==> src/rtl/prog_loader.sv <==
// Program loader: parses a framed byte stream (count, payload, XOR checksum)
// and writes 16-bit words into instruction memory while holding the core in reset.
module prog_loader #(
  parameter int unsigned ADDR_W = 10,
  parameter int unsigned DEPTH  = 1024
) (
  input  logic              clk,
  input  logic              rst,
  input  logic              start,
  input  logic [7:0]        in_data,
  input  logic              in_valid,
  output logic              in_ready,
  output logic              mem_we,
  output logic [ADDR_W-1:0] mem_addr,
  output logic [15:0]       mem_wdata,
  output logic              cpu_rst,
  output logic              busy,
  output logic              done,
  output logic              error,
  output logic [ADDR_W:0]   words_loaded
);

  localparam int unsigned WL_W     = ADDR_W + 1;
  localparam logic [16:0] LP_DEPTH = 17'(DEPTH);

  typedef enum logic [2:0] {
    S_IDLE,
    S_CNT_HI,
    S_CNT_LO,
    S_DATA_HI,
    S_DATA_LO,
    S_CHECK,
    S_DONE,
    S_ERROR
  } state_t;

  state_t              r_state;
  logic                r_in_ready;
  logic                r_mem_we;
  logic [ADDR_W-1:0]   r_mem_addr;
  logic [15:0]         r_mem_wdata;
  logic                r_cpu_rst;
  logic                r_busy;
  logic                r_done;
  logic                r_error;
  logic [WL_W-1:0]     r_words;
  logic [ADDR_W-1:0]   r_addr;
  logic [15:0]         r_count;
  logic [7:0]          r_chk;
  logic [7:0]          r_hold;

  logic                w_accept;
  logic [15:0]         w_count;
  logic [WL_W-1:0]     w_words_nxt;

  // Handshake qualifier and derived values for the current byte.
  assign w_accept    = in_valid & r_in_ready;
  assign w_count     = {r_hold, in_data};
  assign w_words_nxt = r_words + WL_W'(1);

  // Frame parser, memory write generation and status flags.
  always_ff @(posedge clk or negedge rst) begin
    if (!rst) begin
      r_state     <= S_IDLE;
      r_in_ready  <= 1'b0;
      r_mem_we    <= 1'b0;
      r_mem_addr  <= '0;
      r_mem_wdata <= '0;
      r_cpu_rst   <= 1'b0;
      r_busy      <= 1'b0;
      r_done      <= 1'b0;
      r_error     <= 1'b0;
      r_words     <= '0;
      r_addr      <= '0;
      r_count     <= '0;
      r_chk       <= '0;
      r_hold      <= '0;
    end else begin
      r_mem_we <= 1'b0;
      case (r_state)
        S_IDLE, S_DONE, S_ERROR: begin
          if (start) begin
            r_state    <= S_CNT_HI;
            r_done     <= 1'b0;
            r_error    <= 1'b0;
            r_words    <= '0;
            r_addr     <= '0;
            r_chk      <= '0;
            r_cpu_rst  <= 1'b0;
            r_busy     <= 1'b1;
            r_in_ready <= 1'b1;
          end
        end
        S_CNT_HI: begin
          if (w_accept) begin
            r_hold  <= in_data;
            r_chk   <= r_chk ^ in_data;
            r_state <= S_CNT_LO;
          end
        end
        S_CNT_LO: begin
          if (w_accept) begin
            r_count <= w_count;
            r_chk   <= r_chk ^ in_data;
            if (17'(w_count) > LP_DEPTH) begin
              r_state    <= S_ERROR;
              r_error    <= 1'b1;
              r_busy     <= 1'b0;
              r_in_ready <= 1'b0;
            end else if (w_count == 16'd0) begin
              r_state <= S_CHECK;
            end else begin
              r_state <= S_DATA_HI;
            end
          end
        end
        S_DATA_HI: begin
          if (w_accept) begin
            r_hold  <= in_data;
            r_chk   <= r_chk ^ in_data;
            r_state <= S_DATA_LO;
          end
        end
        S_DATA_LO: begin
          if (w_accept) begin
            r_chk       <= r_chk ^ in_data;
            r_mem_we    <= 1'b1;
            r_mem_addr  <= r_addr;
            r_mem_wdata <= {r_hold, in_data};
            r_words     <= w_words_nxt;
            // Last word leaves the address parked so it never passes DEPTH-1.
            if (16'(w_words_nxt) == r_count) begin
              r_state <= S_CHECK;
            end else begin
              r_addr  <= r_addr + ADDR_W'(1);
              r_state <= S_DATA_HI;
            end
          end
        end
        S_CHECK: begin
          if (w_accept) begin
            r_busy     <= 1'b0;
            r_in_ready <= 1'b0;
            if (in_data == r_chk) begin
              r_state   <= S_DONE;
              r_done    <= 1'b1;
              r_cpu_rst <= 1'b1;
            end else begin
              r_state <= S_ERROR;
              r_error <= 1'b1;
            end
          end
        end
        default: begin
          r_state <= S_IDLE;
        end
      endcase
    end
  end

  assign in_ready     = r_in_ready;
  assign mem_we       = r_mem_we;
  assign mem_addr     = r_mem_addr;
  assign mem_wdata    = r_mem_wdata;
  assign cpu_rst      = r_cpu_rst;
  assign busy         = r_busy;
  assign done         = r_done;
  assign error        = r_error;
  assign words_loaded = r_words;

endmodule

==> config.mk <==
export PLATFORM = sky130hd
export DESIGN_NAME = prog_loader
export DESIGN_NICKNAME = d
export VERILOG_FILES = /design/src/rtl/prog_loader.sv
export SDC_FILE = /design/constraint.sdc
export NUM_CORES = 1
export LEC_CHECK = 0
export CAP_MARGIN = 40
export CORE_UTILIZATION = 59
export DETAILED_ROUTE_END_ITERATION = 10
export PLACE_DENSITY = 0.87
export SYNTH_ARGS = -nofsm -noshare
export SYNTH_HDL_FRONTEND = slang
export SYNTH_SLANG_ARGS = --single-unit
export TNS_END_PERCENT = 30
==> constraint.sdc <==
create_clock -name clk -period 5.6 [get_ports clk]
set_clock_uncertainty 0.05 [all_clocks]
set_input_delay 0.84 -clock clk [delete_from_list [all_inputs] [get_ports clk]]
set_output_delay 0.84 -clock clk [all_outputs]
set_load 0.05 [all_outputs]
==> impl_results.md <==
* Layout area overhead at 18.98%
* RSZ-0062 raised after global routing: no
* HP Class: input port to async pin
* Initial antenna violation count at 0
* Final #Nets at 506
* Max-cap viol count at 0
* Vias in the first global route at 3175
* Post-CTS setup buffers at 0
* DP Worst Slack at 2245 ps
* Leak pwr at 2.198 nW
* Vias/cell at 5.732
* Compound-Gate Fraction of Synth Area at 10.44%
* Xor/xnor share of the synthesized area at 5.207%
* Category of the most critical setup path: input port to flop
* Vias at 3399
* Synth Area in Simple Gates at 21.81%
* Ant diodes at 0
* Detail Placement HPWL at 6.350 mm
* Tightest Pin Transition at 843.6 ps
* Reg2reg end: r_addr[7]$_DFFE_PN0P_
* Tcrit/Tclk final at 54.35%
* Hold buffers post-CTS at 0
* Starting Density at 61.56%
* First-pass GRT wire length at 15.67 mm
* Routability cong. at 0.9637
* Synth Area per Inst at 9.345 µm²
* Yosys warns at 0
* Synth async-reset ratio at 100.0%
* Distinct cell type count after synthesis at 46
* Multiplexer area fraction after synthesis at 7.170%
* Placed Cells at 577
* Clock latency on the worst-skew pair at 370 ps
* Core area at 6832 µm²
* Row count at 30
* Largest net degree at the start of global routing at 71
* # port buffers at 54
* Ys flop type: dfrtp_1
* Syn nets at 464
* Largest family of logic cells by synthesized area: simple AND/OR/NAND/NOR gates
* Max Buffers Root-to-Sink at 2
* Relative slew slack at 43.52%
* Syn Inst Count at 450
* Worst R2R Start: words_loaded[0]$_DFFE_PN0P_
* Status: completed
* Seq cells post-synth at 86
* Setup_tns at 0 ps
* Fin area at 5004 µm²
* Antenna-violating nets left at 0
* Reg clk slew, reported paths at 90 ps
* Layout fillers at 501
* Post-route minimum period at 3044 ps
* Number of buffers created by CTS at 9
* Maximum vdd drop at 318.3 µV
* Ports at 55
* Final setup violating endpoints at 0
* Startpoint type of the worst setup path: input port
* Number of synthesized flops with an enable pin at 0
* Worst R2R Path Depth at 8
* CP arrival at 3290 ps
* H-tree levels at 3
* Vert. Die Dim at 86.43 µm
* Full die area at 7469 µm²
* WP data required at 5840 ps
* Pwr dens at 507.5 nW/µm²
* Most common cell after layout, fill and taps aside: nand2_1
* R2r setup slk at 2680 ps
* Adder-cell share of the synthesized area at 0.5951%
* Final Max Slew Viols at 0
* Final setup margin at 2556 ps
* First DRT Iteration DRCs at 243
* Critical Path End Type: flop
* Pre-antenna DRT Iters at 6
* Seq/Total Area, Yosys at 51.18%
* CTS root buffer: clkbuf_8
* Chip Width at 86.43 µm
* Post-Route WL at 9.189 mm
* Footprint of the multi-input gates at 1902 µm²
* # resized after CTS at 0
* Maximum fanout along the worst path at 18
* Grt ovf at 0
* # DRC at 0
* Placed Instance Area at 4797 µm²
* Global-route usage over all layers at 27.27%
* Proportion of layout cells with a drive suffix above 1 at 9.859%
* Peak Freq at 328.5 MHz
* Final hold violations at 0
* Sequential cell area at 2152 µm²
* Most frequent cells in the layout: nand2_1, dfrtp_1, clkdlybuf4s50_1
* Clock sink count at 86
* Synthesized cell area at 4205 µm²
* CTS tree: done
* Avg WL per Cell at 15.50 µm
* Post-Layout Cell Count at 593
synth_stat cells, types with 2 or more instances:
library cell  number  share of area (%)
a211o_1            2               0.42
a21oi_1           17                2.0
a31oi_1            2               0.30
and2_1             4               0.59
and3_1             3               0.45
buf_1              3               0.27
buf_2              4               0.48
buf_4              3               0.54
buf_6              2               0.54
clkbuf_1          14                1.2
dfrtp_1           86                 51
ha_1               2               0.59
inv_1              5               0.45
mux2_2            24                6.4
mux2i_1            2               0.48
nand2_1          111                9.9
nand3_1           15                1.8
nand4_1            8                1.2
nor2_1            29                2.6
nor2b_1            2               0.30
nor3_1             5               0.59
nor4_1             4               0.59
o211ai_1           2               0.36
o21ai_0           34                4.0
o21ai_1           10                1.2
o31ai_1            4               0.71
or3_1              8                1.2
or4_1              4               0.71
xnor2_1           17                3.5
xor2_1             8                1.7
layer usage:
| metal | part of all wire, % | vias up | routed length, µm | track usage [%] |
|---|---|---|---|---|
| met5 | 0 | - | 0 | 0 |
| met4 | 1.6 | 0 | 147 | 11.52 |
| met3 | 4.9 | 12 | 449 | 4.095 |
| met2 | 48 | 112 | 4431 | 43.29 |
| met1 | 45 | 1654 | 4161 | 37.80 |
| li1 | - | 1621 | - | - |
kinds of logic (layout without fill, tap and decap cells):
| kind of cell | after synthesis | count (layout) |
|---|---|---|
| xor+xnor | 25 | 25 |
| fa+ha+maj | 2 | 2 |
| simple gates | 200 | 200 |
| compound gates | 78 | 78 |
| buf+inv | 32 | 79 |
| flops | 86 | 86 |
| mux | 27 | 27 |
sequential cells by signal, indices dropped and copies added, names as in the netlist:
name          flops
busy              1
done              1
error             1
mem_addr         10
mem_wdata        16
mem_we            1
r_addr           10
r_chk             8
r_count          16
r_hold            8
r_state           3
words_loaded     11
how the worst max path moves through the flow:
| stage | from | endpoint | slack (ps) | cells past startpoint |
|---|---|---|---|---|
| after floorplan | words_loaded[2]$_DFFE_PN0P_ | r_state[2]$_DFFE_PN0P_ | 2900 | 9 |
| after global placement | in_valid | r_addr[9]$_DFFE_PN0P_ | 2320 | 8 |
| after detailed placement | in_valid | r_addr[9]$_DFFE_PN0P_ | 2250 | 8 |
| after CTS | in_valid | r_addr[9]$_DFFE_PN0P_ | 2620 | 8 |
| after global routing | words_loaded[0]$_DFFE_PN0P_ | r_addr[6]$_DFFE_PN0P_ | 2440 | 8 |
| final | in_valid | r_addr[9]$_DFFE_PN0P_ | 2560 | 8 |
metrics by stage:
| step | hold WS, ps | total power, mW | utilization, % |
|---|---|---|---|
| after floorplan | 400.7 | 1.754 | - |
| after global placement | 407.9 | 2.022 | 69.41 |
| after detailed placement | 413.3 | 2.085 | 70.22 |
| after CTS | 285.4 | 2.538 | 73.24 |
| after global routing | 289.6 | 2.688 | 73.24 |
| final | 284.3 | 2.539 | 73.24 |
report_power, final:
group | total, mW | switching [mW] | internal (mW)
Sequential | 1.01 | 0.190 | 0.818
Combinational | 1.07 | 0.663 | 0.409
Clock | 0.458 | 0.236 | 0.222
Total | 2.54 | 1.09 | 1.45
layout make-up:
cell class | instances | area share (%)
timing repair buffer | 57 | 12.00
tap | 96 | 2.401
clock inverter | 6 | 1.375
inverter | 6 | 0.4501
clock buffer | 10 | 2.751
sequential | 86 | 43.01
multi-input combinational | 332 | 38.01
worst max-delay path, stage by stage:
cell	delay [ps]
clkdlybuf4s50_1	490
and2_1	270
a21o_1	150
nand2_1	80
and2_1	370
or4_1	620
or3_1	320
a21oi_1	150
Power figures use the tool's default switching activity.
